## config.mk

```make
export PLATFORM = sky130hd
export DESIGN_NAME = axi_stream_mux_2to1
export DESIGN_NICKNAME = d
export VERILOG_FILES = /design/src/rtl/axi_stream_mux_2to1.sv
export SDC_FILE = /design/constraint.sdc
export NUM_CORES = 1
export LEC_CHECK = 0
export CAP_MARGIN = 20
export CORE_ASPECT_RATIO = 1.5
export CORE_MARGIN = 2
export CORE_UTILIZATION = 38
export CTS_CLUSTER_DIAMETER = 120
export DETAILED_ROUTE_END_ITERATION = 10
export DONT_BUFFER_PORTS = 1
export PLACE_DENSITY = 0.5
export RECOVER_POWER = 25
export SLEW_MARGIN = 20
export SYNTH_ARGS = -nofsm -noshare
export SYNTH_HDL_FRONTEND = slang
export SYNTH_SLANG_ARGS = --single-unit
```

## constraint.sdc

```tcl
create_clock -name clk -period 3.6 [get_ports clk]
set_input_delay 0.72 -clock clk [delete_from_list [all_inputs] [get_ports clk]]
set_output_delay 0.72 -clock clk [all_outputs]
set_load 0.05 [all_outputs]
```

## src/rtl/axi_stream_mux_2to1.sv

```systemverilog
// Two-input to one-output AXI-Stream mux with a registered output stage and a one-entry skid buffer.
// Optional per-stream accepted-beat counters are enabled by defining XFER_CNT_EN.
module axi_stream_mux_2to1 #(
  parameter int DATA_WIDTH = 32
) (
  input  logic                  clk,
  input  logic                  rst,
  input  logic                  sel,
  input  logic [DATA_WIDTH-1:0] tdata_0,
  input  logic                  tvalid_0,
  output logic                  tready_0,
  input  logic [DATA_WIDTH-1:0] tdata_1,
  input  logic                  tvalid_1,
  output logic                  tready_1,
  output logic [DATA_WIDTH-1:0] tdata_out,
  output logic                  tvalid_out,
  input  logic                  tready_out
`ifdef XFER_CNT_EN
  ,
  output logic [15:0]           xfer_cnt_0,
  output logic [15:0]           xfer_cnt_1
`endif
);

  // Handshake: a beat moves on a rising edge where valid and ready are both high; valid never
  // depends on ready, and the output holds data/valid stable while tvalid_out & !tready_out.

  logic                  out_valid_q, out_valid_d;
  logic [DATA_WIDTH-1:0] out_data_q, out_data_d;
  logic                  skid_full_q, skid_full_d;
  logic [DATA_WIDTH-1:0] skid_data_q, skid_data_d;

  logic                  accept;
  logic [DATA_WIDTH-1:0] in_data;
  logic                  out_advance;

  // Only the selected input ever sees ready; a full skid stalls both.
  assign tready_0 = !rst && !skid_full_q && !sel;
  assign tready_1 = !rst && !skid_full_q && sel;

  assign accept      = sel ? (tvalid_1 && tready_1) : (tvalid_0 && tready_0);
  assign in_data     = sel ? tdata_1 : tdata_0;
  assign out_advance = !out_valid_q || tready_out;

  always_comb begin
    out_valid_d = out_valid_q;
    out_data_d  = out_data_q;
    skid_full_d = skid_full_q;
    skid_data_d = skid_data_q;
    if (out_advance) begin
      // The skid beat is older than anything arriving now, so it goes first.
      if (skid_full_q) begin
        out_data_d  = skid_data_q;
        out_valid_d = 1'b1;
        skid_full_d = 1'b0;
      end else if (accept) begin
        out_data_d  = in_data;
        out_valid_d = 1'b1;
      end else begin
        out_valid_d = 1'b0;
      end
    end else if (accept) begin
      skid_data_d = in_data;
      skid_full_d = 1'b1;
    end
  end

  always_ff @(posedge clk or posedge rst) begin
    if (rst) begin
      out_valid_q <= 1'b0;
      out_data_q  <= '0;
      skid_full_q <= 1'b0;
      skid_data_q <= '0;
    end else begin
      out_valid_q <= out_valid_d;
      out_data_q  <= out_data_d;
      skid_full_q <= skid_full_d;
      skid_data_q <= skid_data_d;
    end
  end

  assign tdata_out  = out_data_q;
  assign tvalid_out = out_valid_q;

`ifdef XFER_CNT_EN
  logic [15:0] cnt_0_q, cnt_0_d;
  logic [15:0] cnt_1_q, cnt_1_d;

  always_comb begin
    cnt_0_d = cnt_0_q;
    cnt_1_d = cnt_1_q;
    if (accept && !sel) cnt_0_d = cnt_0_q + 16'd1;
    if (accept && sel)  cnt_1_d = cnt_1_q + 16'd1;
  end

  always_ff @(posedge clk or posedge rst) begin
    if (rst) begin
      cnt_0_q <= '0;
      cnt_1_q <= '0;
    end else begin
      cnt_0_q <= cnt_0_d;
      cnt_1_q <= cnt_1_d;
    end
  end

  assign xfer_cnt_0 = cnt_0_q;
  assign xfer_cnt_1 = cnt_1_q;
`endif

endmodule

```

==> results of run 1 <==
-- final timing paths --
check | cells after the start | slack (ps) | startpoint | to
max | 3 | 1050 | tvalid_out | skid_data_q[0]
min | 2 | 480 | skid_data_q[23] | skid_data_q[23]
max reg2reg | 3 | 1050 | tvalid_out | skid_data_q[0]
min reg2reg | 2 | 480 | skid_data_q[23] | skid_data_q[23]
max in group asynchronous | 1 | 1740 | rst | skid_full_q
min in group asynchronous | 1 | 820 | rst | skid_data_q[9]
-- through the flow --
stage / area (sq um) / worst slack [ps] / hold slack [ps] / total power (W)
after floorplan: 3230 / 365 / 450 / 0.00183
after global placement: 3340 / 1000 / 461 / 0.00191
after detailed placement: 3340 / 976 / 470 / 0.00193
after CTS: 3610 / 1020 / 482 / 0.00272
after global routing: 3610 / 918 / 503 / 0.00282
final: 3610 / 1050 / 477 / 0.00268
-- power by group through the flow --
stage	Combinational [W]	Sequential (W)	Clock (W)
6_report	0.000385	0.00151	0.000779
5_1_grt	0.000444	0.00154	0.000838
4_1_cts	0.000396	0.00152	0.000811
3_5_place_dp	0.000395	0.00153	0
3_3_place_gp	0.000381	0.00152	0
2_1_floorplan	0.000345	0.00149	0
-- sequential cells by signal, indices dropped and copies added (netlist names) --
name and cells:
skid_data_q 32, skid_full_q 1, tdata_out 32, tvalid_out 1
-- critical path, delay by kind of cell (launching register included) --
family,cells,cell delay [ps]
muxes,1,450
DFF,1,630
and+or+nand+nor,2,1320
-- synth_stat cells --
cell type  instances
o21ai_0           23
inv_1             24
nand2_1           24
mux2_4             4
nor3_1             1
dfrtp_1           66
o21ai_1            1
nor3b_1            1
buf_6              2
nor2_1             3
clkbuf_1           4
nand2b_1           1
mux2_2            55
mux2i_1           47
buf_1              3
buf_2              7
or4_1              1
buf_4              1
-- final cells by class --
| type | instances | area [sq um] |
|---|---|---|
| inverters | 24 | 91.3 |
| multi-input cells | 161 | 1420 |
| clock buffers | 13 | 250 |
| clock inverters | 3 | 15.0 |
| flip-flops and latches | 66 | 1650 |
| fillers | 803 | 4750 |
| well taps | 107 | 134 |
| repair buffers | 5 | 50.0 |
-- cell usage in the layout, fill, tap and decap left out, drive strengths merged --
cell	n
dfrtp	66
mux2	59
mux2i	47
nand2	24
o21ai	24
inv	23
clkbuf	13
buf	5
nor2	3
clkinv	3
nand2b	1
or4	1
nor3	1
nor3b	1
clkinvlp	1
-- routing by layer --
metal | track usage [%] | vias up | share of wire, %
met5 | 0 | - | 0
met4 | 8.28 | 0 | 2.4
met3 | 4.60 | 11 | 7.2
met2 | 22.9 | 62 | 49
met1 | 16.7 | 906 | 41
li1 | - | 910 | -
-- cell families (layout without fill, tap and decap cells) --
group                  after synthesis  count (layout)
and+or+nand+nor                     31              31
buffers and inverters               41              45
DFF                                 66              66
muxes                              106             106
AOI/OAI and AO/OA                   24              24
==> flow_summary_export.csv, run 1 <==
group,metric,value,unit
synthesis,synth_cell_types,18,
floorplan,die_x,79.3,um
clock_tree,root_buffer,"clkbuf_16",
sta,slew_viol_final,47,
clock_tree,cts_buffers,9,
power_and_ir_drop,leakagePower,1.61,nW
clock_tree,cts_resized,0,
power_and_ir_drop,p_clk_share,29.1,%
place,portBuffers,0,
synthesis,synth_top_area_share,51.1,%
floorplan,rows,41,
setup_path,arrival,2750,ps
place,place_congestion,0.668,
hold_path,hold_class,"flip-flop to flip-flop",
sta,worst_slew_pin_slew,2060,ps
power_and_ir_drop,p_per_area,741,mW/mm^2
routing,routed_via_density,4.98,
status,violations,"max-capacitance violations, max-slew violations",
synthesis,syn_area_per_cell,12.1,sq um
floorplan,dieArea,0.00927,sq mm
grt,grt_max_degree,56,
synthesis,synth_xor_xnor_area_share,0,%
synthesis,synthTopCellsByArea,"dfrtp_1 51%, mux2_2 19%, mux2i_1 15%",
floorplan,die_h,117,um
synthesis,synth_seq_cells,66,
floorplan,start_util,38.6,%
flow_run,max-cap-violations,1,
synthesis,synth_mux_area_share,35.6,%
cells_and_area,drive_above_1_share,30.1,%
synthesis,ys_warn_count,0,
synthesis,syn_inst,268,
sta,rsz0062_at_grt,"false",
grt,grt_antenna_before_repair,0,
power_and_ir_drop,p_comb_share,14.4,%
synthesis,syn_nets,338,
sta,hold_viol,0,
cells_and_area,fin_util,43.2,%
setup_path,start_kind,"flip-flop",
clock_tree,clockBufferDepth,2,
routing,via_count,1889,
floorplan,io_pins,105,
synthesis,synth_area,0.00323,sq mm
grt,overflow,0,
synthesis,synth_compound_area_share,3.72,%
sta,finalSetupTns,0,ps
sta,finalCriticalPeriod,2550,ps
power_and_ir_drop,swShare,37.5,%
grt,grt_pass1_wl,9770,um
clock_tree,cts.sinks,66,
setup_path,critical-path-slowest-cell,"or4_2",
place,dpl.hpwl,3940,um
cells_and_area,instances_no_fill,379,
setup_path,crit_path_end_kind,"flip-flop",
clock_tree,htree_levels,3,
routing,drt-wirelength-per-cell,15.8,um
sta,fmax,393,MHz
status,status,"finished, violations left",
sta,finClkSkew,4.47,ps
setup_path,cp.required,3810,ps
sta,setup_viol,0,
grt,track_usage,14.2,%
setup_path,crit_type,"flip-flop to flip-flop",
routing,dr.pass1.iters,3,
clock_tree,cts_tree,"done",
synthesis,yosysSeqAreaShare,51.1,%
synthesis,yosys.area_share.simple,3.95,%
cells_and_area,antenna_cells,0,
clock_tree,postCtsSetupRepairBufs,0,
sta,period_share,70.7,%
synthesis,synth_top_family_by_area,"multiplexers",
synthesis,synthAdderAreaFrac,0,%
routing,drt_iter0_drc,43,
routing,ant_nets,0,
sta,slew-limit-headroom,-38.0,%
cells_and_area,area_growth,11.7,%
synthesis,synth_top_cell_by_area,"dfrtp_1",
floorplan,core_area,0.00836,sq mm
clock_tree,clock_latency,330,ps
setup_path,cp_max_fo,55,
setup_path,path_cells,"nand2b_1 > or4_2 > mux2_4",
power_and_ir_drop,p_int,0.00167,W
routing,drc,0,
routing,wl,5990,um
cells_and_area,final_nets,337,
power_and_ir_drop,switchingPower,0.00100,W
place,dp_cells,363,
clock_tree,clkTransAtPathRegs,50,ps
power_and_ir_drop,power_frac_seq,56.5,%
clock_tree,hold_buffers,0,
setup_path,slowest_delay,1060,ps
power_and_ir_drop,ir_drop,319,uV
grt,grt_pass1_vias,1925,
(Power assumes the default switching activity.)
==> run 2, diff against run 1 <==
- clock period: 3.6 -> 2.66 ns (I/O delays scaled with it)
==> run 2 against run 1 <==
The flow now finishes without violations. Highest routed layer unchanged. Largest cell class unchanged. Sequential share of layout area fell by 0.36 points. Clock power increased by 41%. Cell count is 0.79% higher. Power up 37%. Hold slack lost 36 ps. Critical path type unchanged.
==> flow_summary_export.csv, run 2 (same netlist as run 1, synthesis figures left out) <==
group,metric,value,unit
status,status,"complete, no violations",
grt,track_usage,13.8,%
cells_and_area,final_nets,340,
power_and_ir_drop,p_clk_share,30.1,%
setup_path,crit_type,"flip-flop to flip-flop",
hold_path,hold_start,"tdata_0[25]",
place,place_congestion,0.762,
power_and_ir_drop,power,0.00367,W
setup_path,cp_top_family,"simple AND/OR/NAND/NOR gates",
cells_and_area,area_growth,12.6,%
clock_tree,cts_tree,"done",
clock_tree,hold_buffers,0,
setup_path,regToRegEndpoint,"skid_data_q[1]",
clock_tree,postCtsSetupRepairBufs,0,
routing,dr.pass1.iters,4,
power_and_ir_drop,ir_drop,566,uV
setup_path,crit_path_end_kind,"flip-flop",
sta,period_share,73.1,%
routing,via_count,1889,
floorplan,die_x,79.3,um
routing,ant_nets,0,
setup_path,slowest_delay,670,ps
hold_path,worstHoldPathCells,2,
routing,wl,5960,um
floorplan,start_util,38.6,%
setup_path,arrival,2150,ps
sta,slew_viol_final,0,
floorplan,core_area,0.00836,sq mm
power_and_ir_drop,p_int,0.00231,W
power_and_ir_drop,p_per_area,1010,mW/mm^2
routing,drt-wirelength-per-cell,15.6,um
clock_tree,cts_buffers,9,
grt,grt_max_degree,56,
sta,setup_viol,0,
setup_path,critPathBufInv,1,
sta,slew-limit-headroom,11.1,%
grt,grt_pass1_wl,9650,um
floorplan,dieArea,0.00927,sq mm
floorplan,io_pins,105,
sta,finClkSkew,4.06,ps
place,dpl.hpwl,3840,um
clock_tree,clockBufferDepth,2,
place,portBuffers,0,
sta,fmax,514,MHz
power_and_ir_drop,p_comb_share,14.4,%
cells_and_area,most-common-layout-cells,"65 x dfrtp_1, 55 x mux2_2, 47 x mux2i_1",
cells_and_area,instances_no_fill,382,
grt,overflow,0,
sta,worst_slew_pin_slew,1330,ps
cells_and_area,final_common_cell,"dfrtp_1",
routing,drt_iter0_drc,46,
place,dp_cells,366,
routing,drc,0,
setup_path,cp.required,2870,ps
sta,finalSetupTns,0,ps
sta,finalCriticalPeriod,1940,ps
grt,grt_antenna_before_repair,0,
setup_path,critical-path-slowest-cell,"or4_2",
cells_and_area,fillers,782,
power_and_ir_drop,switchingPower,0.00135,W
clock_tree,clkTransAtPathRegs,50,ps
power_and_ir_drop,power_frac_seq,55.6,%
routing,routed_via_density,4.95,
cells_and_area,antenna_cells,0,
setup_path,cp_max_fo,55,
setup_path,r2r_start,"skid_full_q",
setup_path,start_kind,"flip-flop",
power_and_ir_drop,leakagePower,1.63,nW
floorplan,die_h,117,um
clock_tree,clock_latency,320,ps
setup_path,path_cells,"or4_2 > buf_4 > mux2_4",
floorplan,rows,41,
cells_and_area,drive_above_1_share,30.9,%
power_and_ir_drop,swShare,36.9,%
sta,rsz0062_at_grt,"false",
sta,hold_viol,0,
hold_path,hold_class,"input pin to flip-flop",
grt,grt_pass1_vias,1887,
clock_tree,htree_levels,3,
flow_run,max-cap-violations,0,
hold_path,holdPathEnd,"skid_data_q[25]",
setup_path,rr_worst_depth,3,
setup_path,timing.reg2reg.setup_slack,720,ps
clock_tree,cts.sinks,66,
clock_tree,root_buffer,"clkbuf_16",
clock_tree,cts_resized,0,
## run 2: changes by cell type in the layout (fill, tap and decap cells not counted)
| cell | previous run | this run |
|---|---|---|
| clkbuf_8 | 1 | 3 |
| clkinvlp_2 | 1 | 0 |
| nor3_2 | 0 | 1 |
| buf_12 | 1 | 0 |
| inv_1 | 23 | 24 |
| nor3_1 | 1 | 0 |
| buf_4 | 4 | 7 |
| clkinv_2 | 3 | 2 |
## run 2: worst reg2reg max path: stages (launching register included)
cell	delay, ps
dfrtp_2	470
or4_2	670
buf_4	300
mux2_4	390
## run 2: stage by stage
| stage | setup slack (ps) | cell area, sq um | utilization (%) | hold slack, ps |
|---|---|---|---|---|
| after floorplan | 280 | 3240 | - | 450 |
| after global placement | 575 | 3360 | 40.1 | 462 |
| after detailed placement | 550 | 3360 | 40.1 | 470 |
| after CTS | 709 | 3640 | 43.5 | 245 |
| after global routing | 650 | 3640 | 43.5 | 447 |
| final | 716 | 3640 | 43.5 | 440 |
## run 2: power groups by stage
stage	combinational (W)	sequential (W)	clock, W
after floorplan	0.000467	0.00201	0
after global placement	0.000522	0.00206	0
after detailed placement	0.000541	0.00206	0
after CTS	0.000543	0.00205	0.00114
after global routing	0.000606	0.00208	0.00119
final	0.000527	0.00204	0.00110
## run 2: layout make-up
| cell class | instances | area [sq um] | share of cell area (%) |
|---|---|---|---|
| clock buffers | 14 | 274 | 7.53 |
| flip-flops and latches | 66 | 1650 | 45.4 |
| inverters | 24 | 90.1 | 2.48 |
| repair buffers | 8 | 56.3 | 1.55 |
| well taps | 107 | 134 | 3.68 |
| multi-input cells | 161 | 1420 | 39.0 |
| clock inverters | 2 | 10.0 | 0.275 |
## run 2: worst max-delay path by stage
| stage | from | endpoint | slack, ps | cells after the start |
|---|---|---|---|---|
| after floorplan | sel | tready_1 | 280 | 4 |
| after global placement | tready_out | skid_data_q[0] | 580 | 4 |
| after detailed placement | tready_out | skid_data_q[1] | 550 | 4 |
| after CTS | skid_full_q | skid_data_q[1] | 710 | 3 |
| after global routing | skid_full_q | skid_data_q[1] | 650 | 3 |
| final | skid_full_q | skid_data_q[1] | 720 | 3 |
## run 2: routing by layer
metal	share of wire, %	track usage [%]	vias up
li1	-	-	919
met4	2.7	8.28	0
met3	5.5	3.30	10
met5	0	0	-
met1	42	16.8	904
met2	50	22.3	56
==> run 3, diff against run 2 <==
- clock period: 2.66 -> 1.8 ns (I/O delays scaled with it)
==> run 3 against run 2 <==
Register-to-register slack worse by 640 ps. Worst setup slack worse by 640 ps. Highest routed layer unchanged. Utilization is 1.0 points higher. Die area stayed put.
==> flow_summary_export.csv, run 3 (same netlist as run 1, synthesis figures left out) <==
group,metric,value,unit
floorplan,start_util,38.6,%
floorplan,core_area,0.00836,sq mm
clock_tree,clock_latency,330,ps
setup_path,path_cells,"or4_2 > buf_12 > mux2_4",
clock_tree,hold_buffers,0,
power_and_ir_drop,switchingPower,0.00202,W
power_and_ir_drop,p_clk_share,30.0,%
routing,via_count,1892,
power_and_ir_drop,p_int,0.00344,W
sta,slew_viol_final,0,
grt,overflow,0,
setup_path,cp_max_fo,31,
clock_tree,clkTransAtPathRegs,50,ps
place,portBuffers,0,
floorplan,dieArea,0.00927,sq mm
sta,rsz0062_at_grt,"false",
cells_and_area,final_nets,344,
power_and_ir_drop,ir_drop,635,uV
cells_and_area,area_growth,15.3,%
cells_and_area,most-common-layout-cells,"64 x dfrtp_1, 55 x mux2_2, 47 x mux2i_1",
setup_path,start_kind,"flip-flop",
cells_and_area,antenna_cells,0,
routing,ant_nets,0,
power_and_ir_drop,leakagePower,1.67,nW
clock_tree,htree_levels,3,
cells_and_area,drive_above_1_share,33.0,%
setup_path,cp.required,2010,ps
setup_path,slowest_delay,700,ps
routing,drt-wirelength-per-cell,15.7,um
routing,drt_iter0_drc,49,
sta,slew-limit-headroom,2.91,%
flow_run,max-cap-violations,0,
power_and_ir_drop,p_per_area,1470,mW/mm^2
routing,routed_via_density,4.90,
routing,dr.pass1.iters,2,
clock_tree,cts_buffers,9,
power_and_ir_drop,swShare,36.9,%
place,dpl.hpwl,4070,um
place,dp_cells,370,
sta,setup_viol,0,
setup_path,critical-path-slowest-cell,"or4_2",
floorplan,die_x,79.3,um
hold_path,hold_class,"input pin to flip-flop",
grt,track_usage,14.2,%
cells_and_area,instances_no_fill,386,
power_and_ir_drop,p_comb_share,14.8,%
grt,grt_pass1_vias,1821,
status,status,"complete, no violations",
floorplan,io_pins,105,
cells_and_area,fillers,807,
clock_tree,root_buffer,"clkbuf_16",
clock_tree,clockBufferDepth,2,
power_and_ir_drop,power_frac_seq,55.2,%
floorplan,die_h,117,um
setup_path,crit_path_end_kind,"flip-flop",
clock_tree,cts.sinks,66,
sta,fmax,580,MHz
routing,wl,6060,um
sta,hold_viol,0,
grt,grt_antenna_before_repair,0,
place,place_congestion,0.714,
setup_path,crit_type,"flip-flop to flip-flop",
floorplan,rows,41,
sta,finalCriticalPeriod,1720,ps
place,dp_worst_setup_slack,30.3,ps
routing,drc,0,
sta,period_share,95.8,%
sta,worst_slew_pin_slew,1460,ps
sta,finClkSkew,3.02,ps
clock_tree,cts_tree,"done",
cells_and_area,final_common_cell,"dfrtp_1",
setup_path,arrival,1940,ps
grt,grt_pass1_wl,9640,um
sta,layout_setup_ws,75.8,ps
grt,grt_max_degree,67,
-- run 3: changes by cell type in the layout (fill, tap and decap cells not counted), sizes merged --
| cell | previous run | this run |
|---|---|---|
| clkinvlp | 0 | 1 |
| clkbuf | 15 | 14 |
| buf | 7 | 12 |
| inv | 24 | 23 |
-- run 3: timing repair --
item                                    4_1_cts  5_1_grt
resized for setup                             0        4
endpoints found under the hold margin         0        0
endpoints found under the setup margin        0        3
buffers inserted                              0        0
-- run 3: area by class of cell --
cell class / count / area [sq um] / share of cell area (%)
flip-flops and latches: 66 / 1650 / 44.4
inverters: 24 / 91.3 / 2.45
well taps: 107 / 134 / 3.59
multi-input cells: 161 / 1430 / 38.5
repair buffers: 12 / 129 / 3.46
clock inverters: 2 / 10.0 / 0.269
clock buffers: 14 / 274 / 7.36
-- run 3: routing by layer --
layer / wire (um) / share of wire [%] / track usage (%)
met4: 142 / 2.3 / 7.24
met1: 2410 / 40 / 16.7
met3: 409 / 6.7 / 5.67
met5: 0 / 0 / 0
met2: 3100 / 51 / 22.7
-- run 3: metrics by stage --
stage / utilization, % / hold WS [ps] / power (W) / setup TNS (ps) / cell area (sq um)
2_1_floorplan: - / 450 / 0.00367 / -86.8 / 3260
3_3_place_gp: 41.3 / 360 / 0.00385 / 0 / 3450
3_5_place_dp: 41.3 / 365 / 0.00388 / 0 / 3450
4_1_cts: 44.7 / 5.23 / 0.00556 / 0 / 3740
5_1_grt: 44.5 / 270 / 0.00577 / 0 / 3720
6_report: 44.5 / 261 / 0.00546 / 0 / 3720
-- run 3: final timing paths --
kind                                 start               to  slack (ps)  cells past startpoint
max                            skid_full_q   skid_data_q[1]          80                      3
min                            tdata_0[17]  skid_data_q[17]         260                      2
max reg2reg                    skid_full_q   skid_data_q[1]          80                      3
min reg2reg                skid_data_q[29]  skid_data_q[29]         470                      2
max in group asynchronous              rst       tvalid_out         400                      2
min in group asynchronous              rst  skid_data_q[15]         440                      2
-- run 3: worst max-delay path, delay by kind of cell, from the launching register on --
kind | cells | cell delay [ps]
flip-flops | 1 | 400
AND/OR/NAND/NOR | 1 | 700
buffers and inverters | 1 | 200
multiplexers | 1 | 300
-- run 3: power by group through the flow --
stage	sequential (W)	clock [W]	combinational [W]
2_1_floorplan	0.00297	0	0.000695
3_3_place_gp	0.00304	0	0.000806
3_5_place_dp	0.00305	0	0.000832
4_1_cts	0.00303	0.00170	0.000832
5_1_grt	0.00308	0.00177	0.000926
6_report	0.00301	0.00164	0.000807
